===== config.mk =====
export PLATFORM = sky130hd
export DESIGN_NAME = servo_pwm_4ch
export DESIGN_NICKNAME = d
export VERILOG_FILES = /design/src/rtl/servo_pwm_4ch.sv
export SDC_FILE = /design/constraint.sdc
export NUM_CORES = 1
export LEC_CHECK = 0
export ABC_AREA = 1
export CORE_MARGIN = 2
export CORE_UTILIZATION = 58
export CTS_CLUSTER_DIAMETER = 150
export DETAILED_ROUTE_END_ITERATION = 10
export GPL_TIMING_DRIVEN = 0
export PLACE_DENSITY_LB_ADDON = 0.2
export SYNTH_ARGS = -nofsm -noshare
export SYNTH_HDL_FRONTEND = slang
export SYNTH_SLANG_ARGS = --single-unit

===== constraint.sdc =====
create_clock -name clk -period 2.9 [get_ports clk]
set_input_delay 0.58 -clock clk [delete_from_list [all_inputs] [get_ports clk]]
set_output_delay 0.58 -clock clk [all_outputs]
set_load 0.02 [all_outputs]

===== src/rtl/servo_pwm_4ch.sv =====
// Four-channel hobby-servo PWM generator with a shared frame counter.
// Define SERVO_SLEW_EN to limit the applied-angle change per frame to SLEW_DEG.
module servo_pwm_4ch #(
    parameter int FRAME_TICKS = 1000000,
    parameter int MIN_TICKS   = 25000,
    parameter int DEG_TICKS   = 556,
    parameter int SLEW_DEG    = 2,
    parameter int CNT_W       = $clog2(FRAME_TICKS)
) (
    input  logic       clk,
    input  logic       rst,
    input  logic       enable,
    input  logic [7:0] angle1,
    input  logic [7:0] angle2,
    input  logic [7:0] angle3,
    input  logic [7:0] angle4,
    output logic       pwm1,
    output logic       pwm2,
    output logic       pwm3,
    output logic       pwm4,
    output logic       frame_tick
);

    localparam logic [CNT_W-1:0] CNT_LAST = CNT_W'(FRAME_TICKS - 1);
    localparam logic [7:0]       MAX_DEG  = 8'd180;

    // The widest pulse must end before the frame does.
    if (MIN_TICKS + 180 * DEG_TICKS >= FRAME_TICKS) begin : g_bad_timing
        $fatal(1, "servo_pwm_4ch: MIN_TICKS + 180*DEG_TICKS must be below FRAME_TICKS");
    end
    if (SLEW_DEG < 0) begin : g_bad_slew
        $fatal(1, "servo_pwm_4ch: SLEW_DEG must not be negative");
    end

    logic [CNT_W-1:0] cnt_reg;
    logic [CNT_W-1:0] cnt_next;
    logic             sample;
    logic [7:0]       angle_vec [4];
    logic [3:0]       pwm_vec;

    assign angle_vec[0] = angle1;
    assign angle_vec[1] = angle2;
    assign angle_vec[2] = angle3;
    assign angle_vec[3] = angle4;

    assign sample     = enable && (cnt_reg == CNT_LAST);
    assign frame_tick = enable && (cnt_reg == '0);

    // Parking at the last count makes the first enabled edge a sample edge.
    always_comb begin
        cnt_next = CNT_LAST;
        if (enable) begin
            cnt_next = (cnt_reg == CNT_LAST) ? '0 : cnt_reg + CNT_W'(1);
        end
    end

    always_ff @(posedge clk or posedge rst) begin
        if (rst) begin
            cnt_reg <= CNT_LAST;
        end else begin
            cnt_reg <= cnt_next;
        end
    end

    for (genvar gi = 0; gi < 4; gi++) begin : g_ch
        logic [7:0]       target;
        logic [7:0]       cur_reg;
        logic [7:0]       cur_next;
        logic [CNT_W-1:0] width_reg;
        logic [CNT_W-1:0] width_next;
        logic             pwm_reg;

        assign target = (angle_vec[gi] > MAX_DEG) ? MAX_DEG : angle_vec[gi];

`ifdef SERVO_SLEW_EN
        localparam logic [7:0] STEP = (SLEW_DEG > 180) ? 8'd180 : 8'(SLEW_DEG);
        logic [7:0] up_gap;
        logic [7:0] dn_gap;

        always_comb begin
            up_gap   = target - cur_reg;
            dn_gap   = cur_reg - target;
            cur_next = cur_reg;
            if (target > cur_reg) begin
                cur_next = cur_reg + ((up_gap > STEP) ? STEP : up_gap);
            end else if (target < cur_reg) begin
                cur_next = cur_reg - ((dn_gap > STEP) ? STEP : dn_gap);
            end
        end
`else
        assign cur_next = target;
`endif

        assign width_next = CNT_W'(MIN_TICKS) + CNT_W'(cur_next) * CNT_W'(DEG_TICKS);

        always_ff @(posedge clk or posedge rst) begin
            if (rst) begin
                cur_reg   <= '0;
                width_reg <= CNT_W'(MIN_TICKS);
                pwm_reg   <= 1'b0;
            end else begin
                if (sample) begin
                    cur_reg   <= cur_next;
                    width_reg <= width_next;
                end
                pwm_reg <= enable && (cnt_reg < width_reg);
            end
        end

        assign pwm_vec[gi] = pwm_reg;
    end

    assign pwm1 = pwm_vec[0];
    assign pwm2 = pwm_vec[1];
    assign pwm3 = pwm_vec[2];
    assign pwm4 = pwm_vec[3];

endmodule


==> results.toml, run 1 <==
[route]
first_pass_iters = 5
ant_nets = 0
wl_per_cell_um = 16.7
vias = 11300
vias_per_cell = 5.53
drt_iter0_drc = 733
wirelength_um = 34400
drc_errors = 0

[timing]
whs_ns = 0.475
rsz0062_at_grt = "true"
slew_violations = 0
min_period_ns = 4.09
post-route-period-util = 1.41
fmax_mhz = 245
finalHoldViolCount = 0
setup_slack_ns = -1.19
finClkSkew_ns = 0.0120
slew_headroom = 0.523
worst_pin_slew_ns = 0.716
fin_setup_tns_ns = -41.15
finalSetupViolations = 48

[synthesis]
synth_fa_ha_area_frac = 0.281
ys_top_cells_by_count = "nand2_1, inv_1, ha_1, nand3_1, nor2_1"
ys.flop_type = "dfrtp_1"
syn_area_um2 = 11400
synth-edff-count = 0
synth_top_area_frac = 0.231
yosys_warnings = 0
ys_seq_area_frac = 0.207
yosysMostFrequentCell = "nand2_1"
async_reset_ff_frac = 1.00
synth_xor_area_frac = 0.0224
synth_cell_types = 50
ys_ff_latch = 92
synth.area.mux_share = 0
synth_top_family_by_area = "adder cells"
yosys.area_share.simple = 0.265
synth_cells = 1616
syn_area_per_cell_um2 = 7.03
synth_area_leaders = "ha_1, nand2_1, dfrtp_1"
synth_compound_area_frac = 0.0979
synth_area_leader_cell = "ha_1"

[final_layout]
final_util = 0.810
layoutNonFillerInstCount = 2053
n_fill_cell = 1216
drive_gt1_frac = 0.364
final_cell_area_um2 = 15700
largest_register_ffs = 68
nets = 2056
antenna_cells = 0
area_growth_syn_to_layout_pct = 37.8

[power_and_ir_drop]
cellPowerDensity_nw_per_um2 = 844
intPower_mw = 6.67
power.leakage_nw = 7.90
p_sw_frac = 0.495
seqPwrFrac = 0.179
p_sw_mw = 6.54
clockPowerShare = 0.096
max-vdd-ir-drop_mv = 0.617
combPwrFrac = 0.725
power_mw = 13.2

[setup_path]
crit_top_cell = "nand2_1"
endpoint_kind = "register"
required_ns = 3.17
r2r_end = "g_ch[1].width_reg[12]$_DFFE_PP0P_"
critPathArrivalTime_ns = 4.36
crit_path_top_delay_cell = "fa_1"
reg2reg_slack_ns = 0.45
reg2reg_from = "cnt_reg[9]$_DFF_PP1_"
crit_buf_inv = 8
cp_max_fo = 4
critPathKind = "in2reg"
start_kind = "input port"
crit_path_start = "angle3[5]"
slowest_delay_ns = 0.53
crit_family = "simple AND/OR/NAND/NOR gates"
r2r_cells = 8

[global_route]
grt_pass1_vias = 10700
grt-ovfl-total = 0
grt_max_degree = 40
grt_usage = 0.303
antenna_found_initial = 0
grt_pass1_wl_um = 50000

[min_path]
hold-path-endpoint = "g_ch[2].width_reg[18]$_DFFE_PP0P_"
hp-start = "g_ch[2].width_reg[18]$_DFFE_PP0P_"
hp-class = "reg2reg"
min_path_cells = 2

[floorplanning]
dieWidth_um = 144
die_area_um2 = 20700
io_pins = 40
initial_utilization = 0.587
coreArea_um2 = 19300
rows = 51
die_y_um = 144

[clock_network]
clk_latency_ns = 0.35
cts_tree = "built"
numCtsBuffers = 9
ctsLongestPathBuffers = 2
clk_pin_slew_ns = 0.07
clock-sinks = 92
cts_hold_buf = 0
h-tree-depth = 3
cts-root-buf = "clkbuf_16"

[placed_design]
io_buffers = 39
post-place-ws_ns = -2.34
post-dp-hpwl_um = 22800
dp_cells = 1925
dpl-instance-area_um2 = 13200
gp_congestion = 0.949

[outcome]
status = "finished, violations left"
violations = "setup timing"

[job]
maxCapViolCount = 0
## worst reg2reg max path, stage by stage (launching register included)
cell,delay (ns)
dfstp_2,0.65
buf_2,0.27
nand4_1,0.16
nor4_2,0.30
nand2_2,0.19
nor2_4,0.33
buf_6,0.26
nand2_1,0.09
o22ai_1,0.11
## cells in the final DEF (no fill, tap or decap), types with 12 or more instances in the layout
cell type  instances
fa_1              24
nor2_1            61
buf_6             45
nand2_1          301
inv_2             73
dfstp_2           36
nand4_1           28
nor2_4            19
xor2_1            12
buf_2             15
ha_4              57
nand2_4           30
buf_4             76
dfrtp_1           56
nor3_1            19
a21oi_1           45
ha_1             150
o21ai_0           23
o21ai_1           27
nor2_2            13
o21ai_2           29
nand2_2           91
nand3_2           26
inv_1            260
nand3_1           64
## worst max-delay path by stage
stage / to / slack (ns) / cells after the start
2_1_floorplan: g_ch[1].width_reg[15]$_DFFE_PP0P_ / -0.97 / 26
3_3_place_gp: g_ch[1].width_reg[16]$_DFFE_PP0P_ / -2.20 / 24
3_5_place_dp: g_ch[1].width_reg[16]$_DFFE_PP0P_ / -2.34 / 25
4_1_cts: g_ch[1].width_reg[16]$_DFFE_PP0P_ / -1.08 / 26
5_1_grt: g_ch[2].width_reg[14]$_DFFE_PP1P_ / -1.47 / 27
6_report: g_ch[2].width_reg[14]$_DFFE_PP1P_ / -1.19 / 27
## power groups by stage
| stage | logic [mW] | registers [mW] | clock network, mW |
|---|---|---|---|
| detailed placement | 7.01 | 2.36 | 0 |
| finish | 9.57 | 2.36 | 1.27 |
| floorplan | 5.66 | 2.20 | 0 |
| global placement | 6.73 | 2.35 | 0 |
| CTS | 8.08 | 2.34 | 1.28 |
| global route | 10.5 | 2.41 | 1.32 |
## cell families after synthesis
group	Yosys count
AND/OR/NAND/NOR	697
buffers and inverters	371
adder cells (fa/ha/maj)	238
AO/OA/AOI/OAI	188
flip-flops	92
XOR/XNOR	29
other	1
## final cells by class
cell class                      instances  area [um2]  area share
Timing Repair Buffer                  153        1400      0.0892
Tap cell                              265         332      0.0212
Clock buffer                           11         253      0.0161
Sequential cell                        92        2350       0.150
Multi-Input combinational cell       1156        9760       0.624
Clock inverter                          5        65.1     0.00416
Buffer                                 20         126     0.00807
Inverter                              351        1370      0.0878
## timing repair
item	in CTS	in global routing
pin swaps	151	162
setup buffers	69	53
gates resized for setup	257	200
endpoints found under the setup margin	57	50
## routing by layer
metal,GRT usage,up-vias,part of all wire
met5,0,-,0
met2,0.509,321,0.49
met3,0.0523,83,0.054
met1,0.412,5424,0.44
met4,0.0630,0,0.024
li1,-,5520,-
Note: power is estimated with default switching activity, not from simulation.
==> inputs of run 2 (changes only) <==
CORE_MARGIN = unset   (was 2)
SETUP_SLACK_MARGIN = 0.1   (was unset)
==> results.toml, run 2 (synthesis gave the netlist of run 1 again) <==
[floorplanning]
io_pins = 40
coreArea_um2 = 19000
initial_utilization = 0.599
dieWidth_um = 142
die_y_um = 142
rows = 50
die_area_um2 = 20100

[route]
wirelength_um = 35600
vias_per_cell = 5.71
first_pass_iters = 8
drc_errors = 0
ant_nets = 0
vias = 11600
wl_per_cell_um = 17.5
drt_iter0_drc = 823

[setup_path]
critPathArrivalTime_ns = 4.22
r2r_end = "g_ch[0].width_reg[12]$_DFFE_PP0P_"
crit_buf_inv = 8
start_kind = "input port"
crit_family = "adder cells"
crit_path_start = "angle1[4]"
slowest_delay_ns = 0.53
cp_max_fo = 5
crit_path_top_delay_cell = "fa_1"
critPathKind = "in2reg"
required_ns = 3.12
reg2reg_slack_ns = 0.40
endpoint_kind = "register"
reg2reg_from = "cnt_reg[9]$_DFF_PP1_"
r2r_cells = 8
crit_top_cell = "inv_2"

[final_layout]
nets = 2046
largest_register_ffs = 68
antenna_cells = 0
ff_latch_area_um2 = 2350
n_fill_cell = 1158
area_growth_syn_to_layout_pct = 37.4
drive_gt1_frac = 0.371
final_common_cell = "nand2_1"
layoutNonFillerInstCount = 2038
final_cell_mix = "nand2_1, inv_1, ha_1, nand2_2, buf_4"
multiInputGateArea_um2 = 9840

[outcome]
violations = "setup timing"
status = "finished, violations left"

[timing]
rsz0062_at_grt = "true"
finClkSkew_ns = 0.00735
worst_pin_slew_ns = 0.732
fmax_mhz = 250
fin_setup_tns_ns = -39.37
slew_violations = 0
setup_slack_ns = -1.10
finalHoldViolCount = 0
slew_headroom = 0.512
min_period_ns = 4.00
finalSetupViolations = 48
post-route-period-util = 1.38

[power_and_ir_drop]
power.leakage_nw = 7.86
max-vdd-ir-drop_mv = 0.542
cellPowerDensity_nw_per_um2 = 846

[placed_design]
post-dp-hpwl_um = 23100
gp_congestion = 0.980
dp_cells = 1920
post-place-ws_ns = -2.34
io_buffers = 39

[global_route]
grt_usage = 0.327
grt_pass1_vias = 11000
grt_pass1_wl_um = 52100
grt_max_degree = 43
grt-ovfl-total = 0
antenna_found_initial = 0

[clock_network]
ctsLongestPathBuffers = 2
numCtsBuffers = 9
cts-root-buf = "clkbuf_16"
clk_pin_slew_ns = 0.07
h-tree-depth = 3
clock-sinks = 92
cts_tree = "built"
clk_latency_ns = 0.35

[min_path]
hold-path-endpoint = "g_ch[3].width_reg[17]$_DFFE_PP0P_"
hp-start = "g_ch[3].width_reg[17]$_DFFE_PP0P_"
min_path_cells = 2
hp-class = "reg2reg"

[job]
maxCapViolCount = 0
-- run 2: cell types whose count changed in the layout (fill, tap and decap cells not counted), sizes merged --
cell / previous run / this run
clkbuf: 25 / 27
clkinv: 2 / 3
inv: 348 / 346
buf: 147 / 138
clkdlybuf4s15: 3 / 2
dlygate4sd2: 3 / 2
-- run 2: report_power, final --
part	internal (mW)	switching [mW]	leakage (nW)	total (mW)
Clock	0.692	0.512	0.147	1.20
Sequential	1.95	0.421	1.10	2.38
Combinational	3.94	5.67	6.62	9.62
Total	6.59	6.61	7.86	13.2
-- run 2: cell type report --
class,instances,area share
flip-flops and latches,92,0.150
multi-input cells,1156,0.631
clock buffers,12,0.0158
clock inverters,4,0.00313
repair buffers,143,0.0830
well taps,260,0.0209
plain buffers,20,0.00810
inverters,351,0.0876
-- run 2: metrics by stage --
step                hold WS [ns]  cell area (um2)   util  total power [mW]
detailed placement         0.457            13300  0.699              9.42
CTS                        0.473            14500  0.765              11.6
global placement           0.448            13200  0.697              9.10
global route               0.492            15600  0.823              14.2
floorplan                  0.436            12500      -              7.89
finish                     0.472            15600  0.823              13.2
-- run 2: how the worst max path moves through the flow --
| stage | endpoint | cells past startpoint |
|---|---|---|
| after floorplan | g_ch[1].width_reg[15]$_DFFE_PP0P_ | 26 |
| after global placement | g_ch[1].width_reg[16]$_DFFE_PP0P_ | 24 |
| after detailed placement | g_ch[0].width_reg[17]$_DFFE_PP0P_ | 24 |
| after CTS | g_ch[1].width_reg[16]$_DFFE_PP0P_ | 26 |
| after global routing | g_ch[3].width_reg[16]$_DFFE_PP0P_ | 27 |
| final | g_ch[0].width_reg[12]$_DFFE_PP0P_ | 25 |
-- run 2: what timing repair did --
item | CTS | global route
hold buffers | 0 | 0
endpoints found under the setup margin | 57 | 52
gates resized for setup | 247 | 217
pin swaps | 144 | 172
setup buffers | 66 | 43
gates cloned | 0 | 0
-- run 2: worst min-delay path: stages (launching register included) --
cell and delay (ns):
dfrtp_1 0.34, nand2_1 0.05, nand2_1 0.05
-- run 2: routing by layer --
layer  share of wire  track usage  vias to the layer above
met4           0.032       0.0668                        2
li1                -            -                     5508
met1            0.41        0.434                     5545
met3           0.070       0.0589                      113
met5          0.0016       0.0226                        -
met2            0.48        0.554                      474
==> inputs of run 3 (changes only) <==
GPL_ROUTABILITY_DRIVEN = 0   (was unset)
==> results.toml, run 3 (synthesis gave the netlist of run 1 again) <==
[min_path]
hp-start = "g_ch[2].width_reg[18]$_DFFE_PP0P_"
hp-class = "reg2reg"

[final_layout]
final_cell_area_um2 = 15900
area_growth_syn_to_layout_pct = 40.2
nets = 2054
layoutNonFillerInstCount = 2047
largest_register_ffs = 68
final_common_cell = "nand2_1"
final_util = 0.840
drive_gt1_frac = 0.389
final_cell_mix = "nand2_1, inv_1, ha_1, nand2_2, inv_2"

[route]
drc_errors = 0
wirelength_um = 36000
drt_iter0_drc = 822
vias_per_cell = 5.77
first_pass_iters = 6
vias = 11800
ant_nets = 0
wl_per_cell_um = 17.6

[timing]
post-route-period-util = 1.42
finClkSkew_ns = 0.00792
finalSetupViolations = 48
whs_ns = 0.471
min_period_ns = 4.13
slew_headroom = 0.490
setup_slack_ns = -1.23
slew_violations = 0
worst_pin_slew_ns = 0.765
fin_setup_tns_ns = -41.57
rsz0062_at_grt = "true"
finalHoldViolCount = 0
fmax_mhz = 242

[placed_design]
dp_cells = 1920
io_buffers = 39
post-place-ws_ns = -2.31
post-dp-hpwl_um = 22100
dpl-instance-area_um2 = 13300

[setup_path]
slowest_delay_ns = 0.54
endpoint_kind = "register"
crit_path_top_delay_cell = "fa_1"
cp_max_fo = 4
start_kind = "input port"
crit_top_cell = "nand2_1"
required_ns = 3.14
reg2reg_slack_ns = 0.46
critPathKind = "in2reg"
crit_family = "simple AND/OR/NAND/NOR gates"
crit_path_start = "angle2[4]"
crit_buf_inv = 7
critPathArrivalTime_ns = 4.37
reg2reg_from = "cnt_reg[9]$_DFF_PP1_"

[floorplanning]
coreArea_um2 = 19000
rows = 50
io_pins = 40
die_area_um2 = 20100
initial_utilization = 0.599
die_y_um = 142
dieWidth_um = 142

[clock_network]
cts-root-buf = "clkbuf_16"
numCtsBuffers = 9
clk_latency_ns = 0.35
cts_hold_buf = 0
cts_tree = "built"
ctsLongestPathBuffers = 2
clock-sinks = 92
h-tree-depth = 3
clk_pin_slew_ns = 0.07

[outcome]
status = "finished, violations left"
violations = "setup timing"

[global_route]
grt_pass1_wl_um = 50400
antenna_found_initial = 0
grt_usage = 0.313
grt_pass1_vias = 10900
grt_max_degree = 43
grt-ovfl-total = 0

[job]
maxCapViolCount = 0

[power_and_ir_drop]
power.leakage_nw = 7.96
max-vdd-ir-drop_mv = 0.479
power_mw = 13.6
cellPowerDensity_nw_per_um2 = 853
==> run 3: changes by cell type in the layout (fill, tap and decap cells not counted), sizes merged <==
cell | before | now
dlygate4sd2 | 2 | 1
diode | 0 | 1
clkbuf | 27 | 29
bufinv | 1 | 2
clkinv | 3 | 2
buf | 138 | 145
==> run 3: routing by layer <==
layer / routed length [um] / share of wire / GRT usage / vias to the layer above
li1: - / - / - / 5508
met1: 14200 / 0.40 / 0.413 / 5625
met2: 17700 / 0.49 / 0.531 / 514
met3: 2500 / 0.069 / 0.0488 / 155
met4: 1520 / 0.042 / 0.0900 / 0
met5: 0 / 0 / 0 / -
==> run 3: path summary, 6_finish.rpt <==
check                                                     to  cells after the start
max in group asynchronous   g_ch[1].width_reg[7]$_DFFE_PP1P_                      3
max reg2reg                 g_ch[1].width_reg[9]$_DFFE_PP0P_                      8
min reg2reg                g_ch[2].width_reg[18]$_DFFE_PP0P_                      2
max                        g_ch[1].width_reg[16]$_DFFE_PP0P_                     26
min                        g_ch[2].width_reg[18]$_DFFE_PP0P_                      2
min in group asynchronous  g_ch[2].width_reg[16]$_DFFE_PP0P_                      2
==> run 3: cell type report <==
type                       instances  area (um2)
inverter                         351        1380
fill                             999        3040
sequential                        92        2350
buffer                            20         126
tap                              260         325
clock buffer                      12         236
timing repair buffer             151        1390
clock inverter                     4        73.8
multi-input combinational       1156       10000
antenna                            1        2.50
==> run 3: timing repair <==
item	CTS	global route
pin swaps	147	207
setup endpoints to repair	57	50
buffers inserted	69	49
resized for setup	278	259
==> run 3: report_power, final <==
part           internal, mW  switching (mW)  total, mW
Combinational          4.00            5.93       9.93
Clock                 0.757           0.516       1.27
Sequential             1.95           0.419       2.37
Total                  6.72            6.87       13.6
==> run 3: tightest hold or removal path, stage by stage, from the launching register on <==
cell     delay (ns)
dfrtp_1        0.35
nand2_1        0.05
inv_1          0.04
